[src/rtl/switch_index_encoder.sv]
`default_nettype none
// ============================================================================
// Module   : switch_index_encoder
// Brief    : Synchronises raw board switches, debounces the whole vector and
//            encodes it to a registered binary index with valid, error and
//            change-pulse flags. Strict one-hot (MODE 0) or lowest-bit
//            priority (MODE 1) encoding.
// Revision : 1.0 - initial release
// ============================================================================
module switch_index_encoder #(
  parameter int N_SW     = 8,
  parameter int IDX_W    = $clog2(N_SW),
  parameter int DEBOUNCE = 4,
  parameter int MODE     = 0
) (
  input  logic             Clock,
  input  logic             Reset_n,
  input  logic [N_SW-1:0]  Switches,
  output logic [IDX_W-1:0] Index,
  output logic             Valid,
  output logic             Error,
  output logic             Changed
);

  // A DEBOUNCE of 1 still needs a one-bit counter so the vectors stay legal.
  localparam int             CNT_W   = (DEBOUNCE > 1) ? $clog2(DEBOUNCE) : 1;
  localparam logic [CNT_W-1:0] CNT_MAX = CNT_W'(DEBOUNCE - 1);

  // Synchroniser and debounce state
  logic [N_SW-1:0]  sync1_q;
  logic [N_SW-1:0]  sync2_q;
  logic [N_SW-1:0]  cand_q;
  logic [N_SW-1:0]  cand_d;
  logic [CNT_W-1:0] cnt_q;
  logic [CNT_W-1:0] cnt_d;

  // Output state
  logic [IDX_W-1:0] index_q;
  logic [IDX_W-1:0] index_d;
  logic             valid_q;
  logic             valid_d;
  logic             error_q;
  logic             error_d;
  logic             changed_q;
  logic             changed_d;

  // Combinational decode of the candidate vector
  logic             acc;
  logic             any_set;
  logic             multi_set;
  logic [IDX_W-1:0] low_idx;

  // Two-flop synchroniser for the asynchronous switch levels.
  always_ff @(posedge Clock or negedge Reset_n) begin
    if (!Reset_n) begin
      sync1_q <= '0;
      sync2_q <= '0;
    end else begin
      sync1_q <= Switches;
      sync2_q <= sync1_q;
    end
  end

  // Debounce next state: any change restarts the count, otherwise it saturates.
  always_comb begin
    cand_d = cand_q;
    cnt_d  = cnt_q;
    if (sync2_q != cand_q) begin
      cand_d = sync2_q;
      cnt_d  = '0;
    end else if (cnt_q < CNT_MAX) begin
      cnt_d = cnt_q + 1'b1;
    end
  end

  // Debounce candidate and stability counter registers.
  always_ff @(posedge Clock or negedge Reset_n) begin
    if (!Reset_n) begin
      cand_q <= '0;
      cnt_q  <= '0;
    end else begin
      cand_q <= cand_d;
      cnt_q  <= cnt_d;
    end
  end

  // The vector is accepted only once it has been stable for the full window
  // and the synchroniser still agrees with it on this edge.
  assign acc = (sync2_q == cand_q) && (cnt_q == CNT_MAX);

  // Scan the candidate for its lowest set bit and whether more than one is set.
  always_comb begin
    any_set   = 1'b0;
    multi_set = 1'b0;
    low_idx   = '0;
    for (int i = 0; i < N_SW; i++) begin
      if (cand_q[i]) begin
        if (any_set) begin
          multi_set = 1'b1;
        end else begin
          low_idx = IDX_W'(i);
          any_set = 1'b1;
        end
      end
    end
  end

  // Output next state: only an accepted, encodable vector may move Index.
  always_comb begin
    index_d   = index_q;
    valid_d   = valid_q;
    error_d   = error_q;
    changed_d = 1'b0;
    if (acc) begin
      if (!any_set) begin
        valid_d = 1'b0;
        error_d = 1'b0;
      end else if ((MODE == 0) && multi_set) begin
        valid_d = 1'b0;
        error_d = 1'b1;
      end else begin
        index_d   = low_idx;
        valid_d   = 1'b1;
        error_d   = 1'b0;
        changed_d = (low_idx != index_q);
      end
    end
  end

  // Output registers; Index keeps the last good selection across invalid periods.
  always_ff @(posedge Clock or negedge Reset_n) begin
    if (!Reset_n) begin
      index_q   <= '0;
      valid_q   <= 1'b0;
      error_q   <= 1'b0;
      changed_q <= 1'b0;
    end else begin
      index_q   <= index_d;
      valid_q   <= valid_d;
      error_q   <= error_d;
      changed_q <= changed_d;
    end
  end

  assign Index   = index_q;
  assign Valid   = valid_q;
  assign Error   = error_q;
  assign Changed = changed_q;

endmodule
`default_nettype wire

[config.mk]
export PLATFORM = sky130hd
export DESIGN_NAME = switch_index_encoder
export DESIGN_NICKNAME = d
export VERILOG_FILES = /design/src/rtl/switch_index_encoder.sv
export SDC_FILE = /design/constraint.sdc
export NUM_CORES = 1
export LEC_CHECK = 0
export CORE_ASPECT_RATIO = 1.4
export CORE_UTILIZATION = 56
export CTS_BUF_LIST = sky130_fd_sc_hd__clkbuf_4
export CTS_CLUSTER_SIZE = 25
export DETAILED_ROUTE_END_ITERATION = 8
export HOLD_SLACK_MARGIN = 0.1
export PLACE_DENSITY_LB_ADDON = 0.05
export SYNTH_ARGS = -nofsm -noshare
export SYNTH_HDL_FRONTEND = slang
export SYNTH_SLANG_ARGS = --single-unit
[constraint.sdc]
create_clock -name Clock -period 3.1 [get_ports Clock]
set_input_delay 0.62 -clock Clock [delete_from_list [all_inputs] [get_ports Clock]]
set_output_delay 0.62 -clock Clock [all_outputs]
set_load 0.005 [all_outputs]
* Word level (Yosys, flattened, before mapping) *
Index checks and enable logic that the tools add are counted.

cells by class
  add/sub/neg operators = 1
  magnitude comparators = 1
  eq/ne operators = 4
  muxes and demuxes = 45
  bitwise operators = 1
  reductions and logical operators = 3

operators by type and width
  kind                                                            number
  3-bit two-way mux                                               12
  1-bit two-way mux                                               31
  8-bit equality test                                             1
  8-bit inequality test                                           1
  2-bit two-way mux                                               2
  3-bit inequality test                                           1
  3-bit AND reduction                                             1
  2-bit by 1-bit adder with 2-bit output (second input constant)  1
  2-bit equality test (second input constant)                     1
  2-bit less-than comparator (second input constant)              1
  2-bit nonzero test                                              1
  1-bit logical AND                                               1
  1-bit inverter                                                  1

word-level totals
  bits in registers = 32
  bits of input ports = 10
  output and inout port bits = 6

* Logic depth before layout (Yosys ltp) *
Gate-level depths: netlist of run 1.

  word-level depth = 19
  depth in mapped cells = 6
  mapped depth without buffers = 5

* Worst setup path before layout of run 1 *
OpenSTA, ideal clock, no wires.

  path type = register -> register
  from = register cand_q[3]
  to = register index_q[0], in the netlist Index[0]
  library setup time = 128 ps
  arrival = 2,198 ps
  setup slack = 774 ps
  cell stages (with the launch flop) = 7
  path buffers = 1
  clock period less this slack = 2,326 ps
  path through = dfrtp_1 -> or4_1 -> buf_2 -> a2111oi_4 -> nor3_2 -> nor4_4 -> mux2_1

between the ends
  longest elaborated chain between the ends = 11
  elaborated cells between the ends (all ways) = 27

RTL lines
  item                           RTL line  text
  from (decl)                    32        logic [N_SW-1:0] cand_q;
  from (signal assigned)         82        cand_q <= cand_d;
  1-bit two-way mux              97        if (cand_q[i]) begin
  1-bit two-way mux              98        if (any_set) begin
  1-bit two-way mux              97
  1-bit two-way mux              98
  1-bit two-way mux              97
  1-bit two-way mux              98
  1-bit two-way mux              97
  1-bit two-way mux              98
  1-bit two-way mux              97
  1-bit inverter (no line)       --
  3-bit AND reduction (no line)  --
  to (signal assigned)           138       index_q <= index_d;
  to (decl)                      38        logic [IDX_W-1:0] index_q;

Parallel ways exist; a longest one is shown, timed or not.
A chain may end at the register's enable or synchronous reset.

* Worst setup path after layout of run 1 *
  from = register cand_q[3]
  to = register index_q[1], in the netlist Index[1]

Same word-level chain as after synthesis.

==> out/metrics.sh, run 1 <==
GRT_UTIL_ALL_LAYERS=0.188
SYNTHDOMINANTAREACELLTYPE='dfrtp_1'
POWER_PER_CELL_AREA_mW_PER_MM2=537
TIMING.CRITICAL_PATH.ARRIVAL_NS=2.72
WORSTREG2REGSTART='cand_q[3]'
SYNTHDOMINANTCELLAREASHARE=0.639
VIA_COUNT_OF_THE_FIRST_GLOBAL_ROUTING_PASS=753
NETLIST-CELL-TYPE-COUNT=31
PLACE.GP.CONGESTION=0.804
CTSROOTBUFFERMASTER='clkbuf_4'
DETAILED_PLACE.AREA_SQ_MM=0.00140
CTS_SETUP_BUFFERS=0
MIN-DELAY-START='sync1_q[7]'
WORST_SETUP_PATH_START_KIND='register'
ANTENNA_LEFT=0
FF2FF_PATH_DEPTH=5
DRTPASS1ITERATIONS=4
YOSYSWARNINGS=0
SYN_AREA_SQ_MM=0.00125
CLKSLEWWORSTSETUPHOLDPATHS_NS=0.09
CTS_INSERTED_BUFFERS=5
POST_SYNTH_INST_COUNT=95
DOMINANTREGCELLSYNTH='dfrtp_1'
LARGEST_NET_DEGREE_AT_THE_START_OF_GLOBAL_ROUTING=33
LEAKAGE_nW=0.646
YS_SEQ_ELEMENTS=32
CTSLONGESTPATHBUFFERS=2
ANTENNA_CELLS=0
YS_TOP_CELLS_BY_AREA='dfrtp_1, xnor2_1, xor2_1'
NUM_ROWS=19
INITIAL_UTIL=0.613
CLOCK.FMAX_MHz=400
HOLD-PATH-CELL-COUNT=0
GLOBAL_ROUTE.OVERFLOW_TOTAL=0
PERIOD_SHARE=0.807
WIRE_PER_INST_UM=13.6
POSTROUTEWIRELENGTH_UM=1780
CAP_VIOL_MAX_COUNT=0
FP.DIEW_UM=42.0
REGISTER_TO_REGISTER_SETUP_SLACK_NS=0.60
VIA_COUNT=722
WORST_SLEW_PIN_SLEW_NS=0.649
RUN_STATUS='complete, no violations'
FLOORPLAN.DIE_AREA_SQ_MM=0.00243
DIE_Y_UM=58.0
SINK_COUNT_OF_THE_CLOCK_TREE=32
CRITICAL_PATH.MAX_FANOUT=6
WORST_SLEW_MARGIN_REL=0.564
CTS_TREE='done'
SYN_TO_FINAL_GROWTH_PCT=18.3
CTS_HTREE_LEVELS=2
DETAIL_ROUTE.VIAS_PER_CELL=5.51
FINALSETUPVIOLCOUNT=0
CP-END-KIND='register'
IO_BUFFER_COUNT=15
REQUIRED_NS=3.31
FILLCELLCOUNT=146
SYNTHESIS.NETS=106
WORSTREG2REGEND='Index[1]'
SYNTH_SEQUENTIAL_AREA_RATIO=0.639
SLEW_VIOLATIONS=0
GRT_SETUP_UNREPAIRED='false'
ASYNCSETRESETFLOPFRACSYNTH=1.00
FINAL_HPWL_DP_UM=1360
FRACTION_OF_LAYOUT_CELLS_WITH_A_SIZE_SUFFIX_ABOVE_1=0.127
CORE_SQ_MM=0.00204
SYN_AREA_PER_CELL_SQ_UM=13.2
FINCLKSKEW_NS=0.00511
POST_CTS_GATE_RESIZE_COUNT=0
HOLD_VIOL=0
NETS=120
SETUP_TOTAL_NEGATIVE_SLACK_NS=0
POST_CTS_HOLD_BUFFER_COUNT=0
ANTENNA_FOUND_INITIAL=0
FINAL_CRITICAL_PATH_TIME_INCLUDING_I_O_DELAYS_AND_SETUP_NS=2.50
DRC=0
FIRST_PASS_GRT_WIRE_LENGTH_UM=3260
PIN_COUNT=16
WORSTSKEWPAIRLATENCY_NS=0.32
VDD_DROP_MAX_uV=503
CRITICAL_PATH_CLASS='register to register'
FIRST_ITER_VIOLATIONS=6
NUMBER_OF_SYNTHESIZED_FLOPS_WITH_AN_ENABLE_PIN=0
MIN_PATH_TYPE='register to register'
DESIGN_AREA_SQ_MM=0.00148
WHS_ENDPOINT='sync2_q[7]'
==> metrics by stage <==
step	setup WS [ns]	total power [W]	std cells	util	hold WS [ns]
2_1_floorplan	0.774	0.000479	95	-	0.324
3_3_place_gp	0.695	0.000501	123	0.686	0.333
3_5_place_dp	0.597	0.000504	123	0.686	0.336
4_1_cts	0.589	0.000811	131	0.725	0.350
5_1_grt	0.474	0.000832	131	0.725	0.350
6_report	0.597	0.000796	131	0.725	0.349
==> report_power, final <==
group	total (W)	switching, W	internal (W)	leakage [nW]
clock network	0.000302	0.000134	0.000168	0.0412
registers	0.000450	0.0000169	0.000433	0.391
logic	0.0000440	0.0000199	0.0000242	0.214
==> flip-flops by register name (all words and copies together) (netlist names) <==
name     flops
sync2_q      8
cnt_q        2
Index        3
Changed      1
Valid        1
cand_q       8
sync1_q      8
Error        1
==> cells by family after synthesis <==
kind of cell | after synthesis | synth area share
AO/OA/AOI/OAI | 10 | 0.0818
multiplexers | 3 | 0.0259
flip-flops | 32 | 0.639
buffers and inverters | 11 | 0.0339
XOR/XNOR | 12 | 0.0838
adder cells (fa/ha/maj) | 2 | 0.0180
AND/OR/NAND/NOR | 25 | 0.118
==> layout by cell type (no fill, tap or decap), types with 2 or more instances in the layout <==
cell	count
inv_1	2
mux2_1	2
nor3_1	3
nand4_1	2
nor2_1	8
o21ai_0	2
xor2_1	4
dfrtp_1	32
xnor2_1	8
clkdlybuf4s50_1	15
nand2_1	2
clkbuf_4	5
nor4_1	3
==> worst max-delay path, cell delays in order (launching register included) <==
cell and delay, ns:
dfrtp_1 0.44, or4_1 0.69, a2111oi_4 0.41, nor3_2 0.12
nor4_4 0.36, mux2_1 0.36
==> worst max path at each step <==
stage / cells past startpoint / endpoint / slack [ns] / startpoint
after floorplan: 6 / Index[0] / 0.77 / cand_q[3]
after global placement: 5 / Index[0] / 0.69 / cand_q[3]
after detailed placement: 5 / Index[1] / 0.60 / cand_q[3]
after CTS: 5 / Index[1] / 0.59 / cand_q[3]
after global routing: 5 / Index[0] / 0.47 / cand_q[3]
final: 5 / Index[1] / 0.60 / cand_q[3]
==> layer usage <==
metal | vias up | wire length [um] | track usage
li1 | 349 | - | -
met1 | 343 | 738 | 0.200
met2 | 23 | 879 | 0.326
met3 | 7 | 96 | 0.0685
met4 | 0 | 62 | 0.0968
met5 | - | 0 | 0
==> synth_stat cells (2+ instances only) <==
library cell and number:
clkbuf_1 8, dfrtp_1 32, inv_1 2, mux2_1 2, nand2_1 2, nand4_1 2, nor2_1 8, nor3_1 3
nor4_1 3, o21ai_0 2, xnor2_1 8, xor2_1 4
==> final cells by class <==
cell class,instances,area [sq um],share of cell area
Inverter,2,7.51,0.00506
Multi-Input combinational cell,52,410,0.277
Timing Repair Buffer,16,158,0.106
Tap cell,21,26.3,0.0177
Clock buffer,5,37.5,0.0253
Sequential cell,32,801,0.540
Clock inverter,3,42.5,0.0287
Power figures use the tool's default switching activity.
==> run 2: changes to the inputs <==
--- a/config.mk
+++ b/config.mk
@@ -6,7 +6,7 @@
 export NUM_CORES = 1
 export LEC_CHECK = 0
 export CORE_ASPECT_RATIO = 1.4
-export CORE_UTILIZATION = 56
+export CORE_UTILIZATION = 50
 export CTS_BUF_LIST = sky130_fd_sc_hd__clkbuf_4
 export CTS_CLUSTER_SIZE = 25
 export DETAILED_ROUTE_END_ITERATION = 8
==> constraint.sdc (replaced) <==
create_clock -name Clock -period 2.1 [get_ports Clock]
set_input_delay 0.42 -clock Clock [delete_from_list [all_inputs] [get_ports Clock]]
set_output_delay 0.42 -clock Clock [all_outputs]
set_load 0.005 [all_outputs]
==> run 2 against run 1 <==
- the run now ends with negative setup slack left
- count of clock-buffer cells in the layout rose by 1
- global-route usage fell by 0.96 points
- fmax rose by 17%
- power rose by 51%
- non-clock buffer count rose by 9
- via count rose by 5.8%
- sequential share of layout area fell by 3.8 points
- worst setup slack got worse by 0.63 ns
- final cell count rose by 17%
- die area rose by 11%
- critical endpoint unchanged
- largest cell class unchanged
==> out/metrics.sh, run 2 (synthesized netlist as in run 1, its figures left out) <==
REQUIRED_NS=2.32  # was 3.31 ns
CORE_SQ_MM=0.00239  # was 0.00204 sq mm
HOLD_VIOL=0  # unchanged
ANTENNA_LEFT=0  # unchanged
POST_CTS_HOLD_BUFFER_COUNT=0  # unchanged
CAP_VIOL_MAX_COUNT=0  # unchanged
CTS_HTREE_LEVELS=2  # unchanged
FLOORPLAN.DIE_AREA_SQ_MM=0.00271  # was 0.00243 sq mm
CTSROOTBUFFERMASTER='clkbuf_4'  # unchanged
HOLD-PATH-CELL-COUNT=0  # unchanged
DIE_Y_UM=61.3  # was 58.0 um
FP.DIEW_UM=44.3  # was 42.0 um
VIA_COUNT=764  # was 722
TIMING.CRITICAL_PATH.ARRIVAL_NS=2.35  # was 2.72 ns
SEQ_POWER_SHARE=0.544  # was 0.565
FINAL_HPWL_DP_UM=1390  # was 1360 um
SINK_COUNT_OF_THE_CLOCK_TREE=32  # unchanged
TIMING.CRITICAL_PATH.SLOWEST_CELL_DELAY_NS=0.60  # was 0.69 ns
WORST_SLEW_PIN_SLEW_NS=0.631  # was 0.649 ns
LAYOUTNONFILLERINSTCOUNT=153  # was 131
WORSTREG2REGSTART='cand_q[1]'  # was cand_q[3]
NET-SWITCHING-POWER_W=0.000258  # was 0.000170 W
FIRST_ITER_VIOLATIONS=5  # was 6
SYN_TO_FINAL_GROWTH_PCT=27.2  # was 18.3%
FINCLKSKEW_NS=0.0101  # was 0.00511 ns
RUN_STATUS='complete, but fails checks'  # was complete, no violations
MIN-DELAY-START='sync1_q[6]'  # was sync1_q[7]
WORSTREG2REGEND='Index[1]'  # unchanged
POSTROUTEWIRELENGTH_UM=1830  # was 1780 um
FF2FF_PATH_DEPTH=5  # unchanged
PLACE.GP.CONGESTION=0.784  # was 0.804
TIMING.CRITICAL_PATH.MAX_DELAY_FAMILY='simple AND/OR/NAND/NOR gates'  # unchanged
P_COMB_FRAC=0.073  # was 0.055
FIRST_PASS_GRT_WIRE_LENGTH_UM=3300  # was 3260 um
GRT_UTIL_ALL_LAYERS=0.179  # was 0.188
WORST_SETUP_PATH_START_KIND='register'  # unchanged
GLOBAL_ROUTE.OVERFLOW_TOTAL=0  # unchanged
LEAKAGE_nW=0.700  # was 0.646 nW
WORST_SLEW_MARGIN_REL=0.576  # was 0.564
DETAIL_ROUTE.VIAS_PER_CELL=4.99  # was 5.51
PLACE_INST=145  # was 123
IO_BUFFER_COUNT=15  # unchanged
FINAL_CRITICAL_PATH_TIME_INCLUDING_I_O_DELAYS_AND_SETUP_NS=2.13  # was 2.50 ns
CRITICAL_PATH_CLASS='register to register'  # unchanged
INITIAL_UTIL=0.524  # was 0.613
DRC=0  # unchanged
FRACTION_OF_LAYOUT_CELLS_WITH_A_SIZE_SUFFIX_ABOVE_1=0.210  # was 0.127
WORSTSKEWPAIRLATENCY_NS=0.33  # was 0.32 ns
ANTENNA_CELLS=0  # unchanged
PIN_COUNT=16  # unchanged
CRIT_PATH_CELL_TRACE='or4_4 -> a2111oi_4 -> nor3_4 -> nor4_4 -> mux2_1'  # was or4_1 -> a2111oi_4 -> nor3_2 -> nor4_4 -> mux2_1
PERIOD_SHARE=1.02  # was 0.807
VIA_COUNT_OF_THE_FIRST_GLOBAL_ROUTING_PASS=760  # was 753
CTS_TREE='done'  # unchanged
NUM_ROWS=21  # was 19
LARGEST_NET_DEGREE_AT_THE_START_OF_GLOBAL_ROUTING=33  # unchanged
TIMING.CRITICAL_PATH.SLOWEST_STAGE_CELL='or4_4'  # was or4_1
FINALWORSTSETUPSLACK_NS=-0.0328  # was 0.597 ns
GRT_SETUP_UNREPAIRED='true'  # was false
CTS_INSERTED_BUFFERS=5  # unchanged
REGISTER_TO_REGISTER_SETUP_SLACK_NS=-0.03  # was 0.60 ns
FINALSETUPVIOLCOUNT=2  # was 0
CLKSLEWWORSTSETUPHOLDPATHS_NS=0.10  # was 0.09 ns
DESIGN_AREA_SQ_MM=0.00160  # was 0.00148 sq mm
INTPOWER_W=0.000947  # was 0.000625 W
VIOLATED_CHECKS='negative setup slack'
CP-END-KIND='register'  # unchanged
ANTENNA_FOUND_INITIAL=0  # unchanged
DRTPASS1ITERATIONS=3  # was 4
DETAILED_PLACE.AREA_SQ_MM=0.00151  # was 0.00140 sq mm
CRITICAL_PATH.MAX_FANOUT=4  # was 6
WHS_ENDPOINT='sync2_q[6]'  # was sync2_q[7]
CTSLONGESTPATHBUFFERS=2  # unchanged
POWER_SWITCHING_SHARE=0.214  # about the same
SETUP_TOTAL_NEGATIVE_SLACK_NS=-0.0533  # was 0 ns
LAYOUT_COMMONEST_CELL='dfrtp_1'  # unchanged
TIMING.CRITICAL_PATH.BUF_INV=0  # unchanged
FILLCELLCOUNT=184  # was 146
WIRE_PER_INST_UM=12.0  # was 13.6 um
POWER_PER_CELL_AREA_mW_PER_MM2=755  # was 537 mW/mm^2
CLOCK.FMAX_MHz=469  # was 400 MHz
MIN_PATH_TYPE='register to register'  # unchanged
NETS=129  # was 120
CLOCK_NETWORK_POWER_SHARE=0.383  # was 0.379
LAYOUT.CELLS.MOST_COMMON_LIST='dfrtp_1, clkdlybuf4s50_1, buf_4'  # was dfrtp_1, clkdlybuf4s50_1, nor2_1, xnor2_1, clkbuf_4
LARGEST_REGISTERS='cand_q: 8 flops, sync1_q: 8 flops, sync2_q: 8 flops'  # unchanged
VDD_DROP_MAX_uV=625  # was 503 uV
SLEW_VIOLATIONS=0  # unchanged
## run 2: cell type report
cell class / count / area [sq um] / share of cell area
sequential: 32 / 801 / 0.502
multi-input combinational: 52 / 439 / 0.275
timing repair buffer: 25 / 225 / 0.141
clock buffer: 6 / 45.0 / 0.0282
tap: 34 / 42.5 / 0.0267
clock inverter: 2 / 35.0 / 0.0220
inverter: 2 / 7.51 / 0.00471
## run 2: worst max-delay path by stage
stage	start	to	slack, ns	depth (start not counted)
final	cand_q[1]	Index[1]	-0.03	5
after detailed placement	cand_q[1]	Index[1]	-0.12	5
after global routing	cand_q[1]	Index[0]	-0.13	5
after floorplan	cand_q[1]	Index[0]	-0.05	6
after CTS	cand_q[1]	Index[1]	-0.03	5
after global placement	cand_q[1]	Index[0]	-0.06	5
## run 2: worst reg2reg max path, stage by stage (launching register included)
cell       delay, ns
dfrtp_1         0.40
or4_4           0.60
a2111oi_4       0.37
nor3_4          0.09
nor4_4          0.22
mux2_1          0.36
## run 2: metal layers
metal,routed length [um],vias up,GRT usage
met3,76,5,0.0616
met1,723,368,0.181
met5,0,-,0
met4,55,0,0.117
li1,-,370,-
met2,975,21,0.309
## run 2: repair_timing
| item | 4_1_cts | 5_1_grt |
|---|---|---|
| buffers inserted | 1 | 0 |
| hold endpoints to repair | 0 | 0 |
| cloned | 0 | 0 |
| endpoints found under the setup margin | 3 | 4 |
| gates resized for setup | 1 | 0 |
## run 2: metrics by stage
step                      utilization  hold WS (ns)  power, W  setup slack [ns]
final                           0.667         0.341   0.00121           -0.0328
after global routing            0.667         0.359   0.00126            -0.126
after CTS                       0.670         0.348   0.00122           -0.0268
after detailed placement        0.632         0.335  0.000757            -0.120
after global placement          0.632         0.332  0.000756           -0.0561
after floorplan                     -         0.124  0.000711           -0.0515
## run 2: power groups by stage
stage	logic, W	clock network, W	registers, W
after global routing	0.0000983	0.000499	0.000659
final	0.0000882	0.000462	0.000655
after detailed placement	0.0000899	0	0.000668
after floorplan	0.0000388	0	0.000673
after CTS	0.0000905	0.000477	0.000656
after global placement	0.0000891	0	0.000667
